<file path="src/rtl/pc_sequencer.sv">
// pc_sequencer: program-counter sequencer with stall-deferred redirects and misaligned-target trap
module pc_sequencer #(
    parameter int XLEN = 32,
    parameter logic [XLEN-1:0] RESET_VECTOR = 32'h0000_0000,
    parameter logic [XLEN-1:0] TRAP_VECTOR = 32'h0000_0100,
    parameter int IALIGN = 4
) (
    input  logic            clk,
    input  logic            rst,
    input  logic            en_i,
    input  logic            stall_i,
    input  logic            instr_valid_i,
    input  logic            is_branch_i,
    input  logic            is_jal_i,
    input  logic            is_jalr_i,
    input  logic            cond_jump_i,
    input  logic [XLEN-1:0] target_i,
    input  logic            trap_ack_i,
    output logic [XLEN-1:0] pc_o,
    output logic [XLEN-1:0] pc_plus_step_o,
    output logic            fetch_valid_o,
    output logic            redirect_o,
    output logic            misalign_trap_o,
    output logic [XLEN-1:0] trap_pc_o,
    output logic [1:0]      state_o,
    output logic [31:0]     advance_count_o
);
    typedef enum logic [1:0] {IDLE, RUN, HOLD, TRAP} state_t;
    state_t state, state_d;
    logic [XLEN-1:0] pc_d, pend, pend_d, trap_pc_d, eff_target;
    logic [31:0] cnt_d;
    logic redirect_d, trap_d, taken, misaligned;
    assign taken = instr_valid_i & (is_jal_i | is_jalr_i | (is_branch_i & cond_jump_i));
    assign eff_target = is_jalr_i ? {target_i[XLEN-1:1], 1'b0} : target_i;
    assign misaligned = |(eff_target & XLEN'(IALIGN - 1));
    assign pc_plus_step_o = pc_o + XLEN'(IALIGN);
    assign fetch_valid_o = (state == RUN) || (state == HOLD);
    assign state_o = state;
    always_comb begin
        state_d = state;
        pc_d = pc_o;
        pend_d = pend;
        trap_pc_d = trap_pc_o;
        cnt_d = advance_count_o;
        redirect_d = 1'b0;
        trap_d = 1'b0;
        case (state)
            IDLE: state_d = en_i ? RUN : IDLE;
            RUN: begin
                if (taken && misaligned) begin
                    pc_d = TRAP_VECTOR;
                    trap_pc_d = eff_target;
                    trap_d = 1'b1;
                    state_d = TRAP;
                end else if (stall_i) begin
                    pend_d = taken ? eff_target : pend;
                    state_d = taken ? HOLD : (en_i ? RUN : IDLE);
                end else begin
                    pc_d = taken ? eff_target : pc_plus_step_o;
                    redirect_d = taken;
                    cnt_d = advance_count_o + 32'd1;
                    state_d = en_i ? RUN : IDLE;
                end
            end
            HOLD: begin
                if (!stall_i) begin
                    pc_d = pend;
                    redirect_d = 1'b1;
                    cnt_d = advance_count_o + 32'd1;
                    state_d = en_i ? RUN : IDLE;
                end
            end
            default: state_d = trap_ack_i ? RUN : TRAP;
        endcase
    end
    always_ff @(posedge clk) begin
        if (rst) begin
            state <= IDLE;
            pc_o <= RESET_VECTOR;
            pend <= '0;
            trap_pc_o <= '0;
            advance_count_o <= '0;
            redirect_o <= 1'b0;
            misalign_trap_o <= 1'b0;
        end else begin
            state <= state_d;
            pc_o <= pc_d;
            pend <= pend_d;
            trap_pc_o <= trap_pc_d;
            advance_count_o <= cnt_d;
            redirect_o <= redirect_d;
            misalign_trap_o <= trap_d;
        end
    end
endmodule

</file>
<file path="config.mk">
export PLATFORM = sky130hd
export DESIGN_NAME = pc_sequencer
export DESIGN_NICKNAME = d
export VERILOG_FILES = /design/src/rtl/pc_sequencer.sv
export SDC_FILE = /design/constraint.sdc
export NUM_CORES = 1
export LEC_CHECK = 0
export ABC_AREA = 0
export BUFFER_PORTS_ARGS = -buffer_cell sky130_fd_sc_hd__buf_2
export CORE_ASPECT_RATIO = 0.9
export CORE_MARGIN = 2
export CORE_UTILIZATION = 49
export DETAILED_ROUTE_END_ITERATION = 7
export MAX_ROUTING_LAYER = met4
export PLACE_DENSITY = 0.75
export SLEW_MARGIN = 5
export SYNTH_ARGS = -nofsm -noshare
export SYNTH_HDL_FRONTEND = slang
export SYNTH_SLANG_ARGS = --single-unit
</file>
<file path="constraint.sdc">
create_clock -name clk -period 4.1 [get_ports clk]
set_input_delay 0.205 -clock clk [delete_from_list [all_inputs] [get_ports clk]]
set_output_delay 0.205 -clock clk [all_outputs]
set_load 0.01 [all_outputs]
</file>
Word level (Yosys, flattened, before mapping)
Index checks and enable logic that the tools add are counted.
{"block": "totals", "regBits": 132, "input_bits": 42, "out_inout_bits": 133, "word_cells": 51}
{"block": "op_classes", "n_addsub": 2, "eq_ne": 5, "muxes": 21, "bitwise_logic": 6, "n_reduce_logical": 10}
{"op": "2-to-1 mux 32 bit", "count": 6}
{"op": "case mux 32 bit (2 select lines)", "count": 2}
{"op": "adder 32 x 1 -> 32 bit (second input constant)", "count": 1}
{"op": "adder 32 x 3 -> 32 bit (second input constant)", "count": 1}
{"op": "2-to-1 mux 2 bit", "count": 5}
{"op": "2-to-1 mux 1 bit", "count": 6}
{"op": "case mux 2 bit (3 select lines)", "count": 1}
{"op": "inequality test 2 bit (second input constant)", "count": 2}
{"op": "AND reduction 2 bit", "count": 2}
{"op": "AND reduction 4 bit", "count": 1}
{"op": "OR reduction 2 bit", "count": 2}
{"op": "inequality test 3 x 2 -> 1 bit (second input constant)", "count": 1}
{"op": "AND reduction 3 bit", "count": 1}
{"op": "AND 1 bit", "count": 2}
{"op": "== test 2 x 1 -> 1 bit (second input constant)", "count": 1}
{"op": "== test 2 bit (second input constant)", "count": 1}
{"op": "logical NOT 2 bit", "count": 1}
{"op": "inverter 1 bit", "count": 2}
{"op": "OR 1 bit", "count": 2}
{"op": "case mux 1 bit (2 select lines)", "count": 1}
{"op": "nonzero test 2 bit", "count": 1}
{"op": "logical AND 1 bit", "count": 1}
{"op": "logical OR 1 bit", "count": 1}

Depth between registers and ports, before layout
{"block": "logic_depth", "ltp_word": 7, "ltp_mapped": 9, "ltp_nobuf": 7}

Least setup slack after synthesis
OpenSTA, ideal clock, no wires.
{"block": "synth_path", "path_type": "register to register", "from": "register state[0] (netlist: state_o[0])", "to": "register advance_count_o[29]", "setup_ns": 0.070, "t_arrival_ns": 2.289, "required_ns": 4.030, "slack_ns": 1.740, "stages_incl_launch_ff": 9, "n_path_buf": 1, "path_cell_list": "dfxtp_1 > inv_1 > ha_1 > nor2_1 > nand4_2 > or4_1 > buf_2 > or3_1 > a21oi_1"}
{"block": "synth_via", "elab_chain_cells": 3, "elab_cells_between_ends": 6, "classes_between": "3 x eq/ne; 1 x mux; 2 x reduce/logical"}
{"item": "start: declaration", "line_no": "29", "source": "state_t state, state_d;"}
{"item": "start signal: assignment", "line_no": "86", "source": "state <= state_d;"}
{"item": "== test 2 x 1 -> 1 bit / == test 2 bit (equally long branches)", "line_no": "47", "source": "case (state)"}
{"item": "inequality test 2 bit (no source line) / nonzero test 2 bit (equally long branches)"}
{"item": "AND reduction 2 bit (no source line)"}
{"item": "end signal: assignment", "line_no": "90", "source": "advance_count_o <= cnt_d;"}
{"item": "end: declaration", "line_no": "26", "source": "output logic [31:0] advance_count_o"}
Parallel ways exist; a longest one is shown, timed or not.
A chain may end at the register's enable or synchronous reset.

Worst setup path in the final report
{"block": "layout_path", "from": "register pc_o[12]", "to": "output port pc_plus_step_o[20]"}
{"block": "layout_via", "elab_chain_cells": 1}
{"item": "start: declaration", "line_no": "19", "source": "output logic [XLEN-1:0] pc_o,"}
{"item": "start signal: assignment", "line_no": "87", "source": "pc_o <= pc_d;"}
{"item": "adder 32 x 3 -> 32 bit", "line_no": "36", "source": "assign pc_plus_step_o = pc_o + XLEN'(IALIGN);"}
{"item": "end: declaration", "line_no": "20", "source": "output logic [XLEN-1:0] pc_plus_step_o,"}
Every way passes these cells.

==> flow_metrics.py <==
metrics = {
    "sta": {
        "fin_crit_sh_pct": 67.5,
        "rsz0062_at_grt": "no",
        "hold_viol": 0,
        "slew_viol_final": 0,
        "finalClockSkew_ps": 5.99,
        "fin_crit_ps": 2770,
        "holdWs_ps": 53.1,
        "slew_headroom_pct": 27.3,
        "tightest_slew_ps": 1090,
        "setup_viol": 0,
        "fin_setup_tns_ps": 0,
        "max_freq_mhz": 362,
    },
    "detailed_routing": {
        "first_pass_iters": 6,
        "post_drt_wl_per_cell_um": 17.4,
        "antenna_left": 0,
        "vias": 6909,
        "avgViaCountPerCell": 5.91,
        "first_iter_violations": 992,
        "finalWirelength_mm": 20.4,
        "post-route-drc-count": 0,
    },
    "yosys": {
        "synth-edff-count": 0,
        "synth_compound_area_share_pct": 22.4,
        "yosys-top-cells-count": "158 x nand2_1, 132 x dfxtp_1, 106 x a21oi_1, 47 x clkbuf_1, 42 x nor2_1",
        "yosysTopAreaCell": "dfxtp_1",
        "muxShareOfSynthArea_pct": 0.171,
        "yosysWarnings": 0,
        "synthArstFlopShare_pct": 0,
        "syn-num-nets": 887,
        "synth_top_area_share_pct": 40.2,
        "synthAdderAreaFrac_pct": 0.951,
        "synth-xor-area-share_pct": 5.59,
        "seq_area_frac_synth_pct": 40.2,
        "synthCells": 840,
        "synth.distinct_cells": 65,
        "synth_flop_cell": "dfxtp_1",
        "syn_avg_cell_area_um2": 7.83,
        "mappedNetlistArea_um2": 6580,
        "synth_area_leaders": "dfxtp_1 40%, nand2_1 9.0%, a21oi_1 8.1%",
        "yosysMostFrequentCell": "nand2_1",
        "synth-simple-area-share_pct": 24.9,
        "ys_seq_elements": 132,
        "synth_top_family_by_area": "simple AND/OR/NAND/NOR gates",
    },
    "critical_path": {
        "arrival_ps": 2560,
        "crit_type": "reg2out",
        "reg2reg_depth": 7,
        "crit_path_end_kind": "output port",
        "cp_max_fo": 8,
        "r2r_slack_ps": 1430,
        "cp.required_ps": 3890,
        "cp-start-kind": "register",
    },
    "die": {
        "initial_core_util_pct": 49.8,
        "rows": 40,
        "die_w_um": 126,
        "die_height_um": 114,
        "die_area_um2": 14400,
        "io_pins": 175,
        "coreArea_um2": 13200,
    },
    "layout": {
        "syn2layout_area_growth_pct": 23.8,
        "final_nets": 1038,
        "postLayoutCellArea_um2": 8140,
        "ff_latch_area_um2": 2640,
        "drive_gt1_share_pct": 23.8,
        "n_fill_cell": 1255,
        "diodes": 0,
        "multi_input_area_um2": 3580,
    },
    "global_route": {
        "grt_pass1_vias": 6067,
        "gr-total-overflow": 0,
        "grt_use_total_pct": 28.8,
        "antenna_found_initial": 0,
        "grt_max_degree": 102,
        "grt_pass1_wl_mm": 32.2,
    },
    "run": {
        "maxCapViolations": 0,
    },
    "power": {
        "ir_worst_vdd_v": 0.000262,
        "power.static_leakage_uw": 0.00329,
        "p_seq_share_pct": 42.9,
        "powerDensity_nw_per_um2": 386,
        "p_comb_share_pct": 11.0,
        "netSwitchingFraction_pct": 25.3,
        "intPower_uw": 2350,
        "power_switching_uw": 794,
        "clkPwrFrac_pct": 46.1,
    },
    "clock_tree": {
        "cts_setup_buffers": 0,
        "clk_pin_slew_ps": 50,
        "numClockSinks": 132,
        "tritoncts": "yes",
        "htree_levels": 4,
        "clk_root_buffer_cell": "clkbuf_16",
        "cts_made_buffers": 17,
        "cts_max_path_buffers": 2,
        "worst_skew_pair.late_latency_ps": 420,
        "hold_buffers": 0,
        "cts_resized": 0,
    },
    "placed_design": {
        "dpl-instance-area_um2": 7580,
        "io_buffer_count": 174,
        "place_congestion": 0.942,
        "dpl.hpwl_mm": 14.2,
    },
    "min_path": {
        "hold_class": "in2reg",
        "holdPathStages": 3,
    },
    "status": {
        "status": "finished, final reports clean",
    },
}
==> flip-flops by register name, indices dropped and copies added (netlist names) <==
register / count
state_o: 2
advance_count_o: 32
pend: 32
pc_o: 32
trap_pc_o: 32
redirect_o: 1
misalign_trap_o: 1
==> kinds of logic after synthesis <==
kind of cell             count (synthesis)
multiplexers                             1
AO/OA/AOI/OAI                          223
flip-flops                             132
buffers and inverters                   96
adder cells (fa/ha/maj)                  5
AND/OR/NAND/NOR                        341
XOR/XNOR                                42
==> per-layer routing <==
layer | vias up | GRT usage, % | wire [um]
met2 | 365 | 40.2 | 8540
met1 | 3217 | 41.5 | 9480
met3 | 39 | 7.27 | 2040
met5 | - | - | 0
li1 | 3288 | - | -
met4 | 0 | 7.18 | 347
==> metrics by stage <==
step	instances	utilization (%)	setup WS [ps]	power [uW]
floorplan	840	-	1740	1560
global placement	1140	57.4	1610	1710
detailed placement	1140	57.4	1490	1710
CTS	1170	61.6	1370	3150
global route	1170	61.6	1160	3240
finish	1170	61.6	1330	3140
==> worst max-delay path, stage by stage, from the launching register on <==
cell,delay (ps)
dfxtp_1,510
nand4_2,270
nor4_1,770
nand3_1,170
xor2_1,220
inv_1,60
buf_2,140
==> cell type report <==
class / instances / area share, %
Clock buffer: 26 / 6.38
Clock inverter: 4 / 0.553
Tap cell: 168 / 2.58
Timing Repair Buffer: 193 / 12.5
Inverter: 35 / 1.61
Multi-Input combinational cell: 612 / 43.9
Sequential cell: 132 / 32.5
==> power groups by stage <==
| stage | logic (uW) | clock network (uW) | registers [uW] |
|---|---|---|---|
| 5_1_grt | 371 | 1510 | 1350 |
| 2_1_floorplan | 186 | 0 | 1380 |
| 3_3_place_gp | 334 | 0 | 1370 |
| 4_1_cts | 338 | 1460 | 1350 |
| 6_report | 344 | 1450 | 1350 |
| 3_5_place_dp | 337 | 0 | 1370 |
==> path summary, 6_finish.rpt <==
path,startpoint,to
worst max-delay path,pc_o[12],pc_plus_step_o[20]
worst max register to register,state_o[0],advance_count_o[29]
worst min register to register,trap_pc_o[24],trap_pc_o[24]
worst min-delay path,target_i[15],pend[15]
==> cell usage in the layout (no fill, tap or decap), drive strengths merged, types with 8 or more instances in the layout <==
master,synthesis,routed
buf,13,193
nand2,158,158
dfxtp,132,132
a21oi,106,106
nor2,42,42
nand3,37,37
inv,35,35
xnor2,29,29
clkbuf,48,26
nand4,20,20
o21ai,19,19
nor3,16,16
and3,16,16
xor2,13,13
o32ai,13,13
nor4,12,12
and2,9,9
a211oi,9,9
and4,8,8
a31oi,8,8
(Power assumes the default switching activity.)
